<file path="config.mk">
export PLATFORM = sky130hd
export DESIGN_NAME = mac_tx_wrap
export DESIGN_NICKNAME = d
export VERILOG_FILES = /design/src/rtl/mac_tx_wrap.sv
export SDC_FILE = /design/constraint.sdc
export NUM_CORES = 1
export LEC_CHECK = 0
export ABC_AREA = 1
export ABC_CLOCK_PERIOD_IN_PS = 12020
export CELL_PAD_IN_SITES_DETAIL_PLACEMENT = 0
export CELL_PAD_IN_SITES_GLOBAL_PLACEMENT = 1
export CORE_UTILIZATION = 30
export CTS_CLUSTER_DIAMETER = 80
export DETAILED_ROUTE_END_ITERATION = 10
export PLACE_DENSITY_LB_ADDON = 0.3
export RECOVER_POWER = 25
export SYNTH_ARGS = -nofsm -noshare
export SYNTH_HDL_FRONTEND = slang
export SYNTH_SLANG_ARGS = --single-unit
export TNS_END_PERCENT = 1
</file>
<file path="constraint.sdc">
create_clock -name mac_clk -period 12.02 [get_ports mac_clk]
set_input_delay 2.404 -clock mac_clk [delete_from_list [all_inputs] [get_ports mac_clk]]
set_output_delay 2.404 -clock mac_clk [all_outputs]
set_load 0.05 [all_outputs]
</file>
<file path="src/rtl/mac_tx_wrap.sv">
// AXI-Stream (64-bit) to Intel 10G MAC TX Avalon-ST bridge with runt padding, abort
// propagation, egress timestamping and TX statistics. Padding is built only with MAC_TX_PAD_EN.
module mac_tx_wrap #(
  parameter int DATA_WIDTH = 64,
  parameter int KEEP_WIDTH = DATA_WIDTH / 8
) (
  input  logic                  mac_clk,
  input  logic                  mac_rst_n,
  input  logic [DATA_WIDTH-1:0] s_axis_tdata,
  input  logic [KEEP_WIDTH-1:0] s_axis_tkeep,
  input  logic                  s_axis_tlast,
  input  logic                  s_axis_tuser,
  input  logic                  s_axis_tvalid,
  output logic                  s_axis_tready,
  output logic [DATA_WIDTH-1:0] mac_tx_data,
  output logic [KEEP_WIDTH-1:0] mac_tx_valid_bytes,
  output logic                  mac_tx_sop,
  output logic                  mac_tx_eop,
  output logic                  mac_tx_error,
  output logic                  mac_tx_valid,
  input  logic                  mac_tx_ready,
  input  logic [63:0]           timestamp_cnt,
  output logic [63:0]           egress_ts,
  output logic                  egress_ts_valid,
  input  logic                  cfg_enable,
  output logic [31:0]           stat_tx_packets,
  output logic [31:0]           stat_tx_bytes,
  output logic [31:0]           stat_tx_aborts,
  output logic [31:0]           stat_tx_drops
);

  typedef enum logic [1:0] {
    TX_IDLE    = 2'd0,
    TX_DATA    = 2'd1,
`ifdef MAC_TX_PAD_EN
    TX_PAD     = 2'd2,
`endif
    TX_DISCARD = 2'd3
  } tx_state_e;

  localparam logic [KEEP_WIDTH-1:0] KEEP_FULL = '1;
  localparam logic [KEEP_WIDTH-1:0] KEEP_TAIL = KEEP_WIDTH'(4'hF);

  function automatic logic [15:0] keep_bytes(input logic [KEEP_WIDTH-1:0] k);
    logic [15:0] n;
    n = '0;
    for (int i = 0; i < KEEP_WIDTH; i++) n = n + 16'(k[i]);
    return n;
  endfunction

  function automatic logic [15:0] sat_add(input logic [15:0] a, input logic [15:0] b);
    logic [16:0] s;
    s = {1'b0, a} + {1'b0, b};
    return s[16] ? 16'hFFFF : s[15:0];
  endfunction

  tx_state_e             state_q, state_d;
  logic [DATA_WIDTH-1:0] data_q, data_d;
  logic [KEEP_WIDTH-1:0] keep_q, keep_d;
  logic                  sop_q, sop_d, eop_q, eop_d, err_q, err_d, valid_q, valid_d;
  logic [2:0]            idx_q, idx_d;
  logic [15:0]           frame_bytes_q, frame_bytes_d;
  logic                  alive_q, alive_d;
  logic [63:0]           ts_q, ts_d;
  logic                  ts_valid_q, ts_valid_d;
  logic [31:0]           pkts_q, pkts_d, bytes_q, bytes_d, aborts_q, aborts_d, drops_q, drops_d;
`ifdef MAC_TX_PAD_EN
  logic                  abort_q, abort_d;
  logic                  need_pad;
  logic [DATA_WIDTH-1:0] data_masked;
`endif

  logic        load, tx_hs, eop_hs, first, in_pad, s_ready, acc, beat_ld, drop_inc;
  logic [2:0]  cur_idx;
  logic [15:0] base_bytes;

  // Handshake, framing and padding decisions for the single output stage.
  always_comb begin
    load       = ~valid_q | mac_tx_ready;
    tx_hs      = valid_q & mac_tx_ready;
    eop_hs     = tx_hs & eop_q;
    first      = (state_q == TX_IDLE);
    cur_idx    = first ? 3'd0 : idx_q;
    base_bytes = first ? 16'd0 : frame_bytes_q;
`ifdef MAC_TX_PAD_EN
    in_pad      = (state_q == TX_PAD);
    need_pad    = s_axis_tlast & (sat_add(base_bytes, keep_bytes(s_axis_tkeep)) < 16'd60);
    data_masked = '0;
    for (int i = 0; i < KEEP_WIDTH; i++)
      data_masked[i*8 +: 8] = s_axis_tkeep[i] ? s_axis_tdata[i*8 +: 8] : 8'h00;
    abort_d     = abort_q;
`else
    in_pad      = 1'b0;
`endif
    s_ready  = (state_q == TX_DISCARD) | (alive_q & load & ~in_pad);
    acc      = s_axis_tvalid & s_ready;

    state_d       = state_q;
    data_d        = data_q;
    keep_d        = keep_q;
    sop_d         = sop_q;
    eop_d         = eop_q;
    err_d         = err_q;
    valid_d       = valid_q;
    idx_d         = idx_q;
    frame_bytes_d = frame_bytes_q;
    beat_ld       = 1'b0;
    drop_inc      = 1'b0;
    alive_d       = 1'b1;

    if (load) begin
      valid_d = 1'b0;
      sop_d   = 1'b0;
      eop_d   = 1'b0;
      err_d   = 1'b0;
      data_d  = '0;
      keep_d  = '0;
    end

    case (state_q)
      TX_IDLE, TX_DATA: begin
        if (acc) begin
          if (first && !cfg_enable) begin
            state_d  = s_axis_tlast ? TX_IDLE : TX_DISCARD;
            drop_inc = s_axis_tlast;
          end else begin
            beat_ld = 1'b1;
            valid_d = 1'b1;
            sop_d   = first;
            data_d  = s_axis_tdata;
            keep_d  = s_axis_tkeep;
            eop_d   = s_axis_tlast;
            err_d   = s_axis_tlast & s_axis_tuser;
            idx_d   = cur_idx + 3'd1;
            state_d = s_axis_tlast ? TX_IDLE : TX_DATA;
`ifdef MAC_TX_PAD_EN
            // A runt ending on beat 7 closes itself; earlier ones hand off to TX_PAD.
            if (need_pad) begin
              data_d = data_masked;
              if (cur_idx == 3'd7) begin
                keep_d = KEEP_TAIL;
              end else begin
                keep_d  = KEEP_FULL;
                eop_d   = 1'b0;
                err_d   = 1'b0;
                abort_d = s_axis_tuser;
                state_d = TX_PAD;
              end
            end
`endif
          end
        end
      end
`ifdef MAC_TX_PAD_EN
      TX_PAD: begin
        if (load) begin
          beat_ld = 1'b1;
          valid_d = 1'b1;
          data_d  = '0;
          keep_d  = (idx_q == 3'd7) ? KEEP_TAIL : KEEP_FULL;
          eop_d   = (idx_q == 3'd7);
          err_d   = (idx_q == 3'd7) & abort_q;
          idx_d   = idx_q + 3'd1;
          if (idx_q == 3'd7) state_d = TX_IDLE;
        end
      end
`endif
      TX_DISCARD: begin
        if (acc && s_axis_tlast) begin
          drop_inc = 1'b1;
          state_d  = TX_IDLE;
        end
      end
      default: state_d = TX_IDLE;
    endcase

    if (beat_ld) frame_bytes_d = sat_add(sop_d ? 16'd0 : frame_bytes_q, keep_bytes(keep_d));

    // frame_bytes_q still holds the departing frame's total when its EOP handshakes.
    pkts_d     = pkts_q + 32'(eop_hs);
    bytes_d    = eop_hs ? bytes_q + {16'd0, frame_bytes_q} : bytes_q;
    aborts_d   = aborts_q + 32'(eop_hs & err_q);
    drops_d    = drops_q + 32'(drop_inc);
    ts_valid_d = tx_hs & sop_q;
    ts_d       = ts_valid_d ? timestamp_cnt : ts_q;
  end

  always_ff @(posedge mac_clk or negedge mac_rst_n) begin
    if (!mac_rst_n) begin
      state_q       <= TX_IDLE;
      data_q        <= '0;
      keep_q        <= '0;
      sop_q         <= 1'b0;
      eop_q         <= 1'b0;
      err_q         <= 1'b0;
      valid_q       <= 1'b0;
      idx_q         <= '0;
      frame_bytes_q <= '0;
      alive_q       <= 1'b0;
      ts_q          <= '0;
      ts_valid_q    <= 1'b0;
      pkts_q        <= '0;
      bytes_q       <= '0;
      aborts_q      <= '0;
      drops_q       <= '0;
`ifdef MAC_TX_PAD_EN
      abort_q       <= 1'b0;
`endif
    end else begin
      state_q       <= state_d;
      data_q        <= data_d;
      keep_q        <= keep_d;
      sop_q         <= sop_d;
      eop_q         <= eop_d;
      err_q         <= err_d;
      valid_q       <= valid_d;
      idx_q         <= idx_d;
      frame_bytes_q <= frame_bytes_d;
      alive_q       <= alive_d;
      ts_q          <= ts_d;
      ts_valid_q    <= ts_valid_d;
      pkts_q        <= pkts_d;
      bytes_q       <= bytes_d;
      aborts_q      <= aborts_d;
      drops_q       <= drops_d;
`ifdef MAC_TX_PAD_EN
      abort_q       <= abort_d;
`endif
    end
  end

  assign s_axis_tready      = s_ready;
  assign mac_tx_data        = data_q;
  assign mac_tx_valid_bytes = keep_q;
  assign mac_tx_sop         = sop_q;
  assign mac_tx_eop         = eop_q;
  assign mac_tx_error       = err_q;
  assign mac_tx_valid       = valid_q;
  assign egress_ts          = ts_q;
  assign egress_ts_valid    = ts_valid_q;
  assign stat_tx_packets    = pkts_q;
  assign stat_tx_bytes      = bytes_q;
  assign stat_tx_aborts     = aborts_q;
  assign stat_tx_drops      = drops_q;

endmodule

</file>
---- Yosys cells after proc, flatten, opt, wreduce, memory -nomap -nowiden ----
Cells that the tools add are included.
word-level totals
  word-level logic and storage cells ...... 86
  bits in registers ....................... 288
operators by class
  bitwise gates (word level) .............. 10
  reductions and logical operators ........ 6
  $add $sub $neg .......................... 12
  mux-type cells .......................... 39
  eq/ne operators ......................... 4
operators by type and width
  cell                count
  $mux 64             4
  $add 32x1->32       3
  $add 32x16->32      1
  $mux 16             2
  $mux 8              4
  $mux 1              23
  $add 16x8->17       1
  $add 7x1->8         1
  $mux 2              4
  $add 6x1->7         1
  $and 1x1->1         7
  $add 5x1->6         1
  $add 4x1->5         1
  $add 3x1->4         1
  $pmux 2 s2          1
  $add 2x1->3         1
  $add 1x1->2         1
  $eq 2x1->1 const B  1
  $eq 2x2->1 const B  1
  $logic_and 1x1->1   2
  $logic_not 2->1     1
  $ne 2x1->1 const B  1
  $ne 2x2->1 const B  1
  $or 1x1->1          2
  other kinds (5)     5

---- Logic depth before layout (Yosys ltp) ----
  depth after elaboration ................. 16
  gate-level depth with buffers ........... 27
  depth with buffers taken out ............ 26

---- Worst setup path before layout ----
OpenSTA, ideal clock, no wires.
  path kind ............................... input to register
  start point ............................. input port mac_tx_ready
  end point ............................... register frame_bytes_q[10]
  setup slack ............................. 5.563 ns
  arrival time ............................ 6.342 ns
  buffers on the path ..................... 1
  stages .................................. 24
  cells stage by stage .................... inv_2 nand2_2 nand2_2 a21oi_4 nand2_1 nor2_2 buf_2 nand2_1 nand2_1 inv_1 fa_1 fa_1 fa_1 fa_1 inv_1 fa_1 a21oi_1 nor2_1 nand4_1 nor2_4 nand2_1 xor2_1 nor2_1 nor2_1
between the ends
  cells in the longest elaborated chain, start to end .. 15
ends and longest elaborated chain
  element               RTL line  RTL
  from (decl)           21        input logic mac_tx_ready,
  $or 1x1->1 *          79        load = ~valid_q | mac_tx_ready;
  $and 1x1->1           95        s_ready = (state_q == TX_DISCARD) | (alive_q & load & ~in_pad);
  $or 1x1->1            95
  $and 1x1->1           96        acc = s_axis_tvalid & s_ready;
  $mux 8                122       if (acc) begin
  $mux 8 *              120       case (state_q)
  net keep_d[0]         59        logic [KEEP_WIDTH-1:0] keep_q, keep_d;
  $add 1x1->2 *         47        for (int i = 0; i < KEEP_WIDTH; i++) n = n + 16'(k[i]);
  $add 2x1->3 *         47
  $add 3x1->4 *         47
  $add 4x1->5 *         47
  $add 5x1->6 *         47
  $add 6x1->7 *         47
  $add 7x1->8 *         47
  $add 16x8->17 *       53        s = {1'b0, a} + {1'b0, b};
  $mux 16 *             54        return s[16] ? 16'hFFFF : s[15:0];
  to (signal assigned)  218       frame_bytes_q <= frame_bytes_d;
  to (decl)             62        logic [15:0] frame_bytes_q, frame_bytes_d;
The timed path passes the listed nets; every way through them passes the cells marked *.
A chain may end at the register's enable or synchronous reset.

==> impl_metrics.yaml <==
cells_and_area:
  layout.nets: 2086
  fillerInstances: 4376
  drive_above_1_share_pct: 5.53
  n_antenna_cell: 0
  synthToLayoutAreaGrowth_pct: 44.5
  fin_util_pct: 43.9
setup_path:
  cp_cell_sequence: "clkbuf_1, clkbuf_2"
  cp.required_ps: 12350
  crit_type: "primary input to asynchronous set/reset pin"
  path_buf_inv: 2
  slowest_stage: "clkbuf_1"
  worstPathMaxFanout: 112
  crit_path_start_kind: "primary input"
  cpPeakStageDelay_ps: 4330
  arrival_ps: 8650
  critPathCaptureType: "asynchronous set/reset pin"
  cp_top_family: "buffers and inverters"
floorplanning:
  pin_count: 413
  start_util_pct: 30.4
  fp-row-count: 77
  die_h_um: 213
  core-area_um2: 44100
  die_x_um: 213
  dieArea_um2: 45500
timing:
  max_slew_margin_pct: -322
  finalMaxSlewViolations: 248
  finalSetupViolations: 0
  max_freq_mhz: 120
  worst_pin_slew_ps: 6330
  post-route-period-util_pct: 69.1
  layout_min_cycle_time_ps: 8310
  hold_viol: 0
  tns_ps: 0
  rsz0062_at_grt: "false"
  clock_skew_ps: 14.2
synth:
  synth-seq-area-share_pct: 53.7
  synth_cell_types: 47
  synth_compound_area_share_pct: 4.90
  syn_nets: 1664
  syn_area_um2: 13400
  synth_top_area_share_pct: 53.7
  yosysWarnings: 0
  avgSynthCellArea_um2: 9.02
  synth_top_family_by_area: "simple AND/OR/NAND/NOR gates"
  yosys.area_share.simple_pct: 25.2
  muxShareOfSynthArea_pct: 0
  synthArstFlopShare_pct: 100
  post-synth-top-area-cell: "dfrtp_1"
  netlist_instances: 1487
  synthTopCellsByArea: "dfrtp_1 54%, nand2_1 15%, xor2_1 5.2%, inv_1 3.2%, xnor2_1 2.8%"
  synth-edff-count: 0
  synthAdderAreaFrac_pct: 3.51
  synth_ff_type: "dfrtp_1"
  synth_most_common_cell: "nand2_1"
  ys_seq_elements: 288
  synth_common_cells: "527 x nand2_1, 288 x dfrtp_1, 116 x inv_1"
  synth_xor_area_share_pct: 7.97
drt:
  ant_nets: 0
  routedWlPerCell_um: 15.9
  drt_wl_total_um: 40200
  via_per_inst: 4.47
  drt_iter0_markers: 644
  dr.pass1.iters: 7
  route.detailed.drc: 0
  dr_total_vias: 11305
placement:
  port_buffers: 412
  place.gp.congestion: 0.822
  dp_hpwl_um: 29400
global_route:
  grt_pass1_wl_um: 61900
  gr-total-overflow: 0
  antenna_found_initial: 2
  grt_pass1_vias: 11192
  grt_max_degree: 113
  grt_use_total_pct: 17.4
cts:
  post_cts.repair.setup_buffers: 0
  clock_path_buffers: 3
  cts_resized: 0
  clkLatencyLatePin_ps: 540
  cts.sinks: 288
  htreeDepth: 2
  cts_tree: "yes"
  cts_buffers: 38
  cts_root_buf: "clkbuf_16"
  clk_pin_slew_ps: 50
  postCtsHoldBufs: 0
outcome:
  status: "finished, violations left"
  violations: "capacitance limit, slew limit"
pwr:
  power_density_nw_per_um2: 191
  p_leak_nw: 9.36
  ir_drop_mv: 0.130
job:
  drv_cap: 3
min_path:
  hp-class: "flop to flop"
[layer usage]
metal / track usage, % / routed length (um) / share of wire, %
met4: 6.75 / 1110 / 2.8
met3: 3.66 / 2130 / 5.3
met1: 23.0 / 17900 / 45
met5: 0 / 12 / 0.030
met2: 27.9 / 19000 / 47
[kinds of logic after synthesis]
kind of cell | Yosys count
AOI/OAI and AO/OA | 102
other | 1
adders and majority gates | 34
DFF | 288
xor gates and xnor gates | 122
buffers and inverters | 159
and+or+nand+nor | 781
[final timing paths]
check	start	endpoint	slack [ps]	depth (start not counted)
max in group mac_clk	mac_tx_ready	frame_bytes_q[6]	4240	24
min in group asynchronous	mac_rst_n	stat_tx_bytes[31]	4210	1
worst max register to register	mac_tx_valid	frame_bytes_q[6]	6300	22
worst min-delay path	stat_tx_drops[31]	stat_tx_drops[31]	470	1
worst min register to register	stat_tx_drops[31]	stat_tx_drops[31]	470	1
worst max-delay path	mac_rst_n	egress_ts[9]	3710	2
[area by class of cell]
type                       instances  area, um^2  share of cell area [%]
sequential                       288        7210                    37.2
timing repair buffer             419        4160                    21.5
multi-input combinational       1040        5580                    28.8
clock buffer                      56        1090                    5.62
tap                              592         741                    3.82
clock inverter                    10         140                   0.723
inverter                         122         458                    2.36
[state kept, by name (all words and copies together), names as in the netlist, 2 cells and up]
signal	cells
stat_tx_packets	32
frame_bytes_q	16
mac_tx_data	64
stat_tx_bytes	32
egress_ts	64
stat_tx_drops	32
mac_tx_valid_bytes	8
state_q	2
stat_tx_aborts	32
[layout by cell type, fill, tap and decap left out, drive strengths merged, types with 2 or more instances in the layout]
| master | instances |
|---|---|
| nand2 | 534 |
| clkdlybuf4s50 | 410 |
| dfrtp | 288 |
| inv | 126 |
| nor2 | 96 |
| xor2 | 79 |
| clkbuf | 60 |
| nand3 | 52 |
| xnor2 | 43 |
| nand4 | 41 |
| o21ai | 36 |
| nor3 | 36 |
| a22o | 29 |
| a21oi | 29 |
| ha | 28 |
| nor4 | 10 |
| fa | 6 |
| or2 | 5 |
| buf | 4 |
| a21o | 3 |
| clkinv | 3 |
| bufinv | 3 |
| nand3b | 3 |
| o21bai | 2 |
| nor3b | 2 |
[metrics by stage]
stage                     instance area (um^2)  power, mW  hold slack (ps)  std cells  setup slack (ps)
after floorplan                          13400       2.12              475       1487              5560
after global placement                   18200       2.60              457       2461              4100
after detailed placement                 18200       2.61              464       2461              4020
after CTS                                19400       3.77              475       2527              4590
after global routing                     19400       3.92              490       2527              2190
final                                    19400       3.71              472       2527              3710
[power by group]
part	switching [mW]	total [mW]	leakage, nW	internal [mW]
Combinational	0.885	1.34	4.96	0.454
Clock	0.429	1.12	0.603	0.693
Sequential	0.124	1.25	3.79	1.12
Note: power is estimated with default switching activity, not from simulation.
